`config.mk`:
```
export PLATFORM = sky130hd
export DESIGN_NAME = instruction_memory_responder_flat
export DESIGN_NICKNAME = d
export VERILOG_FILES = /design/src/rtl/instruction_memory_responder_pkg.sv /design/src/rtl/instruction_memory_responder_if.sv /design/src/rtl/instruction_memory_responder_imem_arbiter.sv /design/src/rtl/instruction_memory_responder.sv /design/src/flat_wrapper.sv
export SDC_FILE = /design/constraint.sdc
export NUM_CORES = 1
export LEC_CHECK = 0
export BUFFER_PORTS_ARGS = -buffer_cell sky130_fd_sc_hd__clkbuf_2
export CELL_PAD_IN_SITES_DETAIL_PLACEMENT = 1
export CELL_PAD_IN_SITES_GLOBAL_PLACEMENT = 1
export CORE_AREA = 4 4 135 137
export CTS_BUF_LIST = sky130_fd_sc_hd__clkbuf_8 sky130_fd_sc_hd__clkbuf_16
export CTS_CLUSTER_DIAMETER = 100
export DETAILED_ROUTE_END_ITERATION = 8
export DIE_AREA = 0 0 139 141
export PLACE_DENSITY = 0.84
export SLEW_MARGIN = 0
export SYNTH_ARGS = -nofsm -noshare
export SYNTH_HDL_FRONTEND = slang
export SYNTH_HIERARCHICAL = 1
export SYNTH_SLANG_ARGS = --single-unit
```
`constraint.sdc`:
```
create_clock -name clk -period 2.7 [get_ports clk]
set_input_delay 0.135 -clock clk [delete_from_list [all_inputs] [get_ports clk]]
set_output_delay 0.135 -clock clk [all_outputs]
set_load 0.01 [all_outputs]
```
`src/rtl/instruction_memory_responder_pkg.sv`:
```
// Shared types and constants for the instruction-fetch responder: instruction and
// address types, default backing-memory latency and requester-index width helper.
package instruction_memory_responder_pkg;

    localparam int INSTRUCTION_WIDTH    = 32;
    localparam int IMEM_ADDRESS_WIDTH   = 16;
    localparam int IMEM_DEFAULT_LATENCY = 1;

    typedef logic [INSTRUCTION_WIDTH-1:0]  instruction_t;
    typedef logic [IMEM_ADDRESS_WIDTH-1:0] instruction_memory_address_t;

    // Width of a requester index; a single requester still needs one bit.
    function automatic int requester_index_width(input int num_requesters);
        return (num_requesters > 1) ? $clog2(num_requesters) : 1;
    endfunction

endpackage

```
`src/rtl/instruction_memory_responder_if.sv`:
```
// Fetch-side (fetchers <-> responder) and memory-side (responder <-> instruction
// BRAM/ROM) bundles. The fetchers and the responder are master on their own side.
interface imem_fetch_if #(
    parameter int NUM_REQUESTERS = 4
);
    import instruction_memory_responder_pkg::*;

    logic [NUM_REQUESTERS-1:0]                        read_valid;
    instruction_memory_address_t [NUM_REQUESTERS-1:0] read_address;
    logic [NUM_REQUESTERS-1:0]                        read_ready;
    instruction_t [NUM_REQUESTERS-1:0]                read_data;

    modport master (output read_valid, read_address, input read_ready, read_data);
    modport slave  (input read_valid, read_address, output read_ready, read_data);
endinterface

interface imem_mem_if;
    import instruction_memory_responder_pkg::*;

    logic                        mem_read_en;
    instruction_memory_address_t mem_read_address;
    instruction_t                mem_read_data;

    modport master (output mem_read_en, mem_read_address, input mem_read_data);
    modport slave  (input mem_read_en, mem_read_address, output mem_read_data);
endinterface

```
`src/rtl/instruction_memory_responder_imem_arbiter.sv`:
```
// Picks at most one eligible requester per cycle. With IMEM_ROUND_ROBIN_EN the search
// starts one past the last grant; otherwise the lowest eligible index wins.
module imem_arbiter
    import instruction_memory_responder_pkg::*;
#(
    parameter int  NUM_REQUESTERS = 4,
    localparam int IDX_W          = requester_index_width(NUM_REQUESTERS)
) (
`ifdef IMEM_ROUND_ROBIN_EN
    input  logic                      clk,
    input  logic                      reset_n,
`endif
    input  logic [NUM_REQUESTERS-1:0] eligible_i,
    output logic [NUM_REQUESTERS-1:0] grant_o,
    output logic [IDX_W-1:0]          grant_idx_o,
    output logic                      grant_valid_o
);

`ifdef IMEM_ROUND_ROBIN_EN
    logic [IDX_W-1:0] ptr_q, ptr_d;
`endif

    // NOTE: every variable written here gets a default first, so no path leaves it unassigned (no latch).
    always_comb begin
        int idx;
        idx           = 0;
        grant_o       = '0;
        grant_idx_o   = '0;
        grant_valid_o = 1'b0;
        for (int k = 0; k < NUM_REQUESTERS; k++) begin
`ifdef IMEM_ROUND_ROBIN_EN
            idx = (int'(ptr_q) + k) % NUM_REQUESTERS;
`else
            idx = k;
`endif
            if (!grant_valid_o && eligible_i[idx]) begin
                grant_valid_o = 1'b1;
                grant_o[idx]  = 1'b1;
                grant_idx_o   = IDX_W'(idx);
            end
        end
    end

`ifdef IMEM_ROUND_ROBIN_EN
    always_comb begin
        ptr_d = ptr_q;
        if (grant_valid_o) begin
            ptr_d = (int'(grant_idx_o) == NUM_REQUESTERS - 1) ? '0 : grant_idx_o + 1'b1;
        end
    end

    // NOTE: state registers use non-blocking assignments so every flop samples pre-edge values.
    always_ff @(posedge clk or negedge reset_n) begin
        if (!reset_n) begin
            ptr_q <= '0;
        end else begin
            ptr_q <= ptr_d;
        end
    end
`endif

endmodule

```
`src/rtl/instruction_memory_responder.sv`:
```
// Instruction-fetch responder: arbitrates per-warp fetch requests onto a fixed-latency
// instruction memory and returns data with a one-cycle ready. Option: IMEM_ROUND_ROBIN_EN.
module instruction_memory_responder
    import instruction_memory_responder_pkg::*;
#(
    parameter int NUM_REQUESTERS = 4,
    parameter int MEM_LATENCY    = IMEM_DEFAULT_LATENCY
) (
    input logic         clk,
    input logic         reset_n,
    imem_fetch_if.slave fetch_bus,
    imem_mem_if.master  mem_bus
);

    localparam int IDX_W = requester_index_width(NUM_REQUESTERS);

    logic [NUM_REQUESTERS-1:0]         pending_q, pending_d;
    logic [NUM_REQUESTERS-1:0]         ready_q, ready_d;
    instruction_t [NUM_REQUESTERS-1:0] data_q, data_d;
    logic                              mem_en_q, mem_en_d;
    instruction_memory_address_t       mem_addr_q, mem_addr_d;
    logic [IDX_W-1:0]                  issue_idx_q, issue_idx_d;
    logic [MEM_LATENCY-1:0]            tag_valid_q, tag_valid_d;
    logic [MEM_LATENCY-1:0][IDX_W-1:0] tag_idx_q, tag_idx_d;

    logic [NUM_REQUESTERS-1:0] eligible;
    logic [NUM_REQUESTERS-1:0] grant;
    logic [IDX_W-1:0]          grant_idx;
    logic                      grant_valid;

    // A fetcher being acked still shows valid at the ack edge; masking on ready_q stops a re-grant.
    assign eligible = fetch_bus.read_valid & ~pending_q & ~ready_q;

    imem_arbiter #(
        .NUM_REQUESTERS(NUM_REQUESTERS)
    ) u_arbiter (
`ifdef IMEM_ROUND_ROBIN_EN
        .clk          (clk),
        .reset_n      (reset_n),
`endif
        .eligible_i   (eligible),
        .grant_o      (grant),
        .grant_idx_o  (grant_idx),
        .grant_valid_o(grant_valid)
    );

    always_comb begin
        pending_d   = pending_q;
        ready_d     = '0;
        data_d      = data_q;
        mem_en_d    = grant_valid;
        mem_addr_d  = mem_addr_q;
        issue_idx_d = issue_idx_q;

        // The tag of the issued read trails mem_en_q so the last stage lines up with mem_read_data.
        tag_valid_d[0] = mem_en_q;
        tag_idx_d[0]   = issue_idx_q;
        for (int s = 1; s < MEM_LATENCY; s++) begin
            tag_valid_d[s] = tag_valid_q[s-1];
            tag_idx_d[s]   = tag_idx_q[s-1];
        end

        if (tag_valid_q[MEM_LATENCY-1]) begin
            ready_d[tag_idx_q[MEM_LATENCY-1]]   = 1'b1;
            data_d[tag_idx_q[MEM_LATENCY-1]]    = mem_bus.mem_read_data;
            pending_d[tag_idx_q[MEM_LATENCY-1]] = 1'b0;
        end

        if (grant_valid) begin
            mem_addr_d  = fetch_bus.read_address[grant_idx];
            issue_idx_d = grant_idx;
            pending_d   = pending_d | grant;
        end
    end

    // NOTE: the returned-data registers are reset too, because every output must read 0 in reset.
    always_ff @(posedge clk or negedge reset_n) begin
        if (!reset_n) begin
            pending_q   <= '0;
            ready_q     <= '0;
            data_q      <= '0;
            mem_en_q    <= 1'b0;
            mem_addr_q  <= '0;
            issue_idx_q <= '0;
            tag_valid_q <= '0;
            tag_idx_q   <= '0;
        end else begin
            pending_q   <= pending_d;
            ready_q     <= ready_d;
            data_q      <= data_d;
            mem_en_q    <= mem_en_d;
            mem_addr_q  <= mem_addr_d;
            issue_idx_q <= issue_idx_d;
            tag_valid_q <= tag_valid_d;
            tag_idx_q   <= tag_idx_d;
        end
    end

    assign fetch_bus.read_ready     = ready_q;
    assign fetch_bus.read_data      = data_q;
    assign mem_bus.mem_read_en      = mem_en_q;
    assign mem_bus.mem_read_address = mem_addr_q;

endmodule

```
`src/flat_wrapper.sv`:
```
// flat-port wrapper written by rule: the top's interface ports become plain ports
module instruction_memory_responder_flat import instruction_memory_responder_pkg::*;
#(
    parameter int NUM_REQUESTERS = 4,
    parameter int MEM_LATENCY    = IMEM_DEFAULT_LATENCY
)
  (clk, reset_n, fetch_bus_read_valid, fetch_bus_read_address, fetch_bus_read_ready, fetch_bus_read_data, mem_bus_mem_read_en, mem_bus_mem_read_address, mem_bus_mem_read_data);
  imem_fetch_if #(.NUM_REQUESTERS(NUM_REQUESTERS)) fetch_bus_i ();
  imem_mem_if mem_bus_i ();
  input logic clk;
  input logic reset_n;
  input wire logic [$bits(fetch_bus_i.read_valid)-1:0] fetch_bus_read_valid;
  input wire logic [$bits(fetch_bus_i.read_address)-1:0] fetch_bus_read_address;
  output wire logic [$bits(fetch_bus_i.read_ready)-1:0] fetch_bus_read_ready;
  output wire logic [$bits(fetch_bus_i.read_data)-1:0] fetch_bus_read_data;
  output wire logic [$bits(mem_bus_i.mem_read_en)-1:0] mem_bus_mem_read_en;
  output wire logic [$bits(mem_bus_i.mem_read_address)-1:0] mem_bus_mem_read_address;
  input wire logic [$bits(mem_bus_i.mem_read_data)-1:0] mem_bus_mem_read_data;
  assign fetch_bus_i.read_valid = fetch_bus_read_valid;
  assign fetch_bus_i.read_address = fetch_bus_read_address;
  assign fetch_bus_read_ready = fetch_bus_i.read_ready;
  assign fetch_bus_read_data = fetch_bus_i.read_data;
  assign mem_bus_mem_read_en = mem_bus_i.mem_read_en;
  assign mem_bus_mem_read_address = mem_bus_i.mem_read_address;
  assign mem_bus_i.mem_read_data = mem_bus_mem_read_data;
  instruction_memory_responder #(.NUM_REQUESTERS(NUM_REQUESTERS), .MEM_LATENCY(MEM_LATENCY)) u_core (.clk(clk), .reset_n(reset_n), .fetch_bus(fetch_bus_i), .mem_bus(mem_bus_i));
endmodule
```
==> impl_metrics.py, run 1 <==
metrics = {
    "run_status": {
        "status": "complete, no violations",
    },
    "timing": {
        "slew_headroom_pct": 52.6,
        "fin_crit_sh_pct": 80.9,
        "min_period_ps": 2180,
        "slew_violations": 0,
        "skew_ps": 8.71,
        "setup_violations": 0,
        "setup_tns_ps": 0,
        "worst_pin_slew_ps": 710,
        "clock.fmax_mhz": 458,
        "rsz0062_at_grt": "false",
        "hold_viol_final": 0,
    },
    "critical_path": {
        "r2r_setup_slack_ps": 520,
        "cp.arrival_ps": 2440,
        "r2r-start": "u_core/pending_q[3]",
        "worstPathRequired_ps": 2960,
        "timing_worst_setup_path_type": "reg2reg",
        "worstSetupEndpointType": "register",
        "r2r-end": "u_core/mem_bus.mem_read_address[2]",
        "critPathLaunchType": "register",
        "critical_path.max_fanout": 33,
        "crit_end": "u_core/mem_bus.mem_read_address[2]",
        "worstRegToRegCells": 6,
        "worstSetupStartpoint": "u_core/pending_q[3]",
    },
    "power": {
        "ir_worst_vdd_uv": 484,
        "leakagePower_nw": 4.16,
        "finalPower_mw": 11.4,
        "p_per_area_nw_per_um2": 1320,
    },
    "global_routing": {
        "grt_pass1_vias": 5202,
        "top_usage_layer": "met2",
        "groute.layer.met1.usage_pct": 20.5,
        "grt_antenna_before_repair": 0,
        "grt.met3_usage_pct": 6.00,
        "grt_max_degree": 64,
        "grt.overflow.total": 0,
        "grtUsageMet2_pct": 33.9,
        "grt_usage_pct": 18.3,
        "grt_first_pass_wirelength_um": 28400,
    },
    "clock_tree": {
        "cts.sinks": 158,
        "cts-root-buf": "clkbuf_16",
        "clkLatencyLatePin_ps": 410,
        "clkTransAtPathRegs_ps": 70,
        "ctsHtreeMaxLevel": 4,
        "cts_tree": "yes",
        "cts_hold_buf": 21,
        "cts_setup_buffers": 0,
        "cts_inserted_buffers": 17,
        "clock_path_buffers": 2,
        "cts_resized": 0,
    },
    "min_path": {
        "hold_class": "in2reg",
    },
    "cells_and_area": {
        "syn_to_final_growth_pct": 36.2,
        "nFillCells": 1796,
        "multi_input_area_sq_um": 2210,
        "register_area_sq_um": 3950,
        "drive_above_1_share_pct": 61.1,
        "fin_nets": 783,
        "antenna_cells": 0,
    },
    "logic_synthesis": {
        "syn-num-nets": 506,
        "async_flop_share_pct": 100,
        "synth_cells": 404,
        "synth_area_leader_cell": "dfrtp_1",
        "synth_flop_cell": "dfrtp_1",
        "yosys.area.top_type_share_pct": 62.4,
        "synth.distinct_cells": 23,
        "ys_seq_area_share_pct": 62.4,
        "synth_edf_count": 0,
        "syn_area_sq_um": 6330,
        "ys_ff_latch": 158,
        "synth.avg_cell_area_sq_um": 15.7,
        "ys_top_cells_by_area": "dfrtp_1, mux2_2, mux2i_1",
        "yosysWarnings": 6,
    },
    "floorplanning": {
        "num_rows": 48,
        "core_area_sq_um": 17100,
        "start_util_pct": 37.1,
        "die_h_um": 141,
        "die_w_um": 139,
        "die_area_sq_um": 19600,
        "boundaryPins": 251,
    },
    "placed_design": {
        "dp_hpwl_um": 13100,
        "port_buffers": 250,
        "routabilityCongestion": 0.784,
    },
    "detailed_routing": {
        "wl_per_cell_um": 19.4,
        "drtAntennaViolNets": 0,
        "drtPass1Iterations": 4,
        "via_per_inst": 4.89,
        "drt_iter0_drc": 136,
        "route.vias.total": 4491,
        "routed_wl_um": 17800,
        "drc": 0,
    },
    "run": {
        "cap_viol_max_count": 0,
    },
}
[power breakdown]
| part | internal (mW) | switching, mW |
|---|---|---|
| logic | 2.40 | 2.37 |
| registers | 3.60 | 0.730 |
| clock network | 1.28 | 0.993 |
[layout by cell type (no fill, tap or decap), types with 5 or more instances in the layout]
| master | Yosys | routed |
|---|---|---|
| mux2i_1 | 32 | 32 |
| mux2_2 | 127 | 127 |
| inv_1 | 6 | 6 |
| clkbuf_2 | 0 | 249 |
| dlygate4sd3_1 | 0 | 21 |
| dfrtp_1 | 158 | 158 |
| clkbuf_16 | 0 | 17 |
| o221ai_1 | 16 | 16 |
| nand2b_1 | 17 | 17 |
| buf_12 | 0 | 5 |
[routing by layer]
layer  share of wire (%)  vias up
met3                 7.0       15
met4                0.96        0
li1                    -     2024
met2                  54      174
met1                  38     2278
met5                   0        -
[Yosys cell counts, drive strengths merged (3+ instances only)]
| cell type | count |
|---|---|
| nand2 | 3 |
| mux2 | 129 |
| o221ai | 16 |
| nor3b | 5 |
| nand2b | 18 |
| buf | 17 |
| mux2i | 32 |
| dfrtp | 158 |
| clkbuf | 5 |
| a22o | 3 |
| nor2 | 3 |
| inv | 6 |
[area by class of cell]
cell class	count	area share, %
Inverter	6	0.261
Timing Repair Buffer	280	18.5
Multi-Input combinational cell	218	25.6
Tap cell	225	3.26
Sequential cell	158	45.8
Clock inverter	15	1.61
Clock buffer	17	4.93
[worst min path at each step]
stage	startpoint	endpoint	slack (ps)	cells past startpoint
after detailed placement	reset_n	u_core/fetch_bus.read_data[114]	180	1
after global routing	mem_bus_mem_read_data[11]	u_core/fetch_bus.read_data[107]	3	2
final	mem_bus_mem_read_data[9]	u_core/fetch_bus.read_data[9]	20	2
after floorplan	reset_n	u_core/fetch_bus.read_data[0]	-160	0
after global placement	reset_n	u_core/fetch_bus.read_data[50]	150	1
after CTS	mem_bus_mem_read_data[11]	u_core/fetch_bus.read_data[107]	0.2	2
[sequential cells by signal, indices dropped and copies added, names as in the netlist]
name	flops
u_core/fetch_bus.read_data	128
u_core/fetch_bus.read_ready	4
u_core/issue_idx_q	2
u_core/mem_bus.mem_read_address	16
u_core/mem_bus.mem_read_en	1
u_core/pending_q	4
u_core/tag_idx_q	2
u_core/tag_valid_q	1
[metrics by stage]
step	instances	worst slack, ps	cell area [sq um]	hold slack, ps	utilization, %
2_1_floorplan	404	780	6330	-161	-
3_3_place_gp	866	655	7850	154	46.0
3_5_place_dp	866	496	7850	176	46.0
4_1_cts	919	510	8630	0.188	50.6
5_1_grt	919	344	8630	2.83	50.6
6_report	919	516	8630	20.0	50.6
[critical path: stages, from the launching register on]
cell and delay (ps):
dfrtp_1 390, nor3b_1 460, nand2b_4 110, a21oi_4 140
buf_4 460, mux2i_1 310, o221ai_1 150
[logic make-up after synthesis]
| kind of cell | count (synthesis) | synth area share (%) |
|---|---|---|
| buffers and inverters | 28 | 2.92 |
| AOI/OAI and AO/OA | 22 | 2.86 |
| DFF | 158 | 62.4 |
| and+or+nand+nor | 35 | 3.79 |
| muxes | 161 | 28.0 |
Power figures use the tool's default switching activity.
==> run 2, diff against run 1 <==
Settings changed: ABC_AREA set to 1, CORE_AREA 4 4 135 137 to 4 4 149 151, DIE_AREA 0 0 139 141 to 0 0 153 155, PLACE_DENSITY 0.84 to 0.83.
Clock period 2.7 ns to 1.8 ns, I/O delays scaled along.
==> run 2 against run 1 <==
Net effect: first-iteration DRC count grew 58%; largest cell class unchanged; synthesized area up 8.0%; critical path depth rose by 6; highest routed layer unchanged; synthesized cell count increased by 78%; setup slack got worse by 330 ps; sequential share of layout area is 3.2 points lower.
==> impl_metrics.py, run 2 <==
metrics = {
    "critical_path": {
        "worstPathRequired_ps": 2100,
        "critPathLaunchType": "register",
        "critical_path.max_fanout": 14,
        "cp.arrival_ps": 1920,
        "worstSetupEndpointType": "register",
        "timing_worst_setup_path_type": "reg2reg",
    },
    "power": {
        "ir_worst_vdd_uv": 647,
        "leakagePower_nw": 5.08,
        "p_per_area_nw_per_um2": 1920,
    },
    "global_routing": {
        "grt.overflow.total": 0,
        "grt_first_pass_wirelength_um": 34300,
        "grt_max_degree": 49,
        "grt_pass1_vias": 6450,
        "grt_antenna_before_repair": 0,
        "grt_usage_pct": 17.7,
    },
    "clock_tree": {
        "cts_tree": "yes",
        "cts.sinks": 158,
        "ctsHtreeMaxLevel": 4,
        "cts_inserted_buffers": 17,
        "clock_path_buffers": 2,
        "cts-root-buf": "clkbuf_16",
        "clkLatencyLatePin_ps": 410,
        "clkTransAtPathRegs_ps": 70,
    },
    "detailed_routing": {
        "wl_per_cell_um": 16.0,
        "drtAntennaViolNets": 0,
        "drtPass1Iterations": 4,
        "routed_wl_um": 20800,
        "drc": 0,
        "drt_iter0_drc": 215,
        "via_per_inst": 4.58,
        "route.vias.total": 5927,
    },
    "cells_and_area": {
        "antenna_cells": 0,
        "largest_register_ffs": 128,
        "layout_commonest_cell": "clkbuf_2",
        "nFillCells": 2481,
        "final_area_sq_um": 9280,
        "final_cell_mix": "clkbuf_2, nand2_1, dfrtp_1, inv_1, o21ai_2",
        "fin_nets": 1109,
        "syn_to_final_growth_pct": 35.7,
        "drive_above_1_share_pct": 38.2,
    },
    "logic_synthesis": {
        "synth.most_common_cell": "nand2_1",
        "synth.distinct_cells": 27,
        "yosysWarnings": 6,
        "ys_seq_area_share_pct": 57.8,
        "synth_flop_cell": "dfrtp_1",
        "synth.avg_cell_area_sq_um": 9.50,
        "syn-num-nets": 822,
        "synth_cells": 720,
        "syn_area_sq_um": 6840,
        "ys_ff_latch": 158,
        "yosys.area.top_type_share_pct": 57.8,
        "synth_edf_count": 0,
        "synth_area_leader_cell": "dfrtp_1",
        "async_flop_share_pct": 100,
        "synth_common_cells": "nand2_1, dfrtp_1, inv_1",
        "ys_top_cells_by_area": "dfrtp_1, nand2_1, o21ai_2",
    },
    "timing": {
        "hold_viol_final": 0,
        "fin_ws_ps": 182,
        "fin_crit_sh_pct": 89.9,
        "slew_headroom_pct": 68.2,
        "worst_pin_slew_ps": 477,
        "clock.fmax_mhz": 618,
        "skew_ps": 8.80,
        "slew_violations": 0,
        "setup_violations": 0,
        "min_period_ps": 1620,
    },
    "floorplanning": {
        "die_w_um": 153,
        "start_util_pct": 32.8,
        "core_area_sq_um": 20800,
        "boundaryPins": 251,
        "die_area_sq_um": 23700,
        "die_h_um": 155,
        "num_rows": 53,
    },
    "placed_design": {
        "placed_area_sq_um": 8360,
        "port_buffers": 250,
        "routabilityCongestion": 0.797,
        "dp_slack_ps": -39.8,
        "dp_hpwl_um": 14800,
    },
    "run_status": {
        "status": "complete, no violations",
    },
    "min_path": {
        "hold_class": "in2reg",
    },
    "run": {
        "cap_viol_max_count": 0,
    },
}
## run 2: per-stage QoR
stage | power [mW] | setup TNS, ps | hold slack [ps] | cells | utilization, %
after global placement | 14.1 | 0 | 61.2 | 1228 | 40.1
after detailed placement | 14.5 | -254 | 63.8 | 1228 | 40.1
final | 17.8 | 0 | 17.5 | 1295 | 44.6
after floorplan | 11.4 | 0 | -206 | 720 | -
after CTS | 18.0 | 0 | 0.0886 | 1294 | 44.4
after global routing | 19.3 | -0.359 | 7.85 | 1295 | 44.6
## run 2: layer usage
metal | up-vias | part of all wire (%) | track usage, %
met1 | 2885 | 42 | 22.1
met2 | 186 | 51 | 31.1
li1 | 2835 | - | -
met4 | 0 | 1.2 | 4.37
met5 | - | 0 | 0
met3 | 21 | 5.8 | 4.42
## run 2: cells by family after synthesis
group,count (synthesis),synth area share (%)
AO/OA/AOI/OAI,141,14.1
buffers and inverters,143,11.0
flip-flops,158,57.8
AND/OR/NAND/NOR,278,17.1
## run 2: final cells by class
cell class / instances / area [sq um] / share of cell area [%]
timing repair inverter: 1 / 7.51 / 0.0809
inverter: 103 / 390 / 4.21
tap: 275 / 344 / 3.71
multi-input combinational: 419 / 2190 / 23.6
clock buffer: 17 / 425 / 4.58
clock inverter: 15 / 113 / 1.21
timing repair buffer: 307 / 1850 / 20.0
sequential: 158 / 3950 / 42.6
## run 2: what timing repair did
item,CTS,global route
hold buffers,34,0
hold endpoints to repair,112,0
gates cloned,0,1
setup endpoints to repair,15,17
setup buffers,0,0
resized for setup,1,10
## run 2: worst paths after layout
| kind | startpoint | end | slack (ps) | depth (start not counted) |
|---|---|---|---|---|
| min in group asynchronous | reset_n | u_core/fetch_bus.read_data[104] | 180 | 2 |
| worst min-delay path | mem_bus_mem_read_data[7] | u_core/fetch_bus.read_data[7] | 20 | 3 |
| worst max-delay path | u_core/pending_q[0] | u_core/mem_bus.mem_read_address[14] | 180 | 12 |
| worst max register to register | u_core/pending_q[0] | u_core/mem_bus.mem_read_address[14] | 180 | 12 |
| max in group asynchronous | reset_n | u_core/fetch_bus.read_data[110] | 970 | 3 |
| worst min register to register | u_core/issue_idx_q[0] | u_core/tag_idx_q[0] | 380 | 0 |
## run 2: power by group
part	total, mW	switching (mW)	leakage (nW)	internal (mW)
combinational	8.04	4.90	2.89	3.14
sequential	6.48	1.13	1.93	5.35
clock	3.31	1.53	0.254	1.78
total	17.8	7.56	5.08	10.3
## run 2: critical path, cell delays in order (launching register included)
cell     delay, ps
dfrtp_1        390
nor3b_1        200
buf_4          160
inv_1           40
nand2_1         80
nand2_2         90
inv_2           90
buf_6          160
nand2_1         70
nand3_1         70
nand2_1         50
nand2_1         50
nand2_1         50
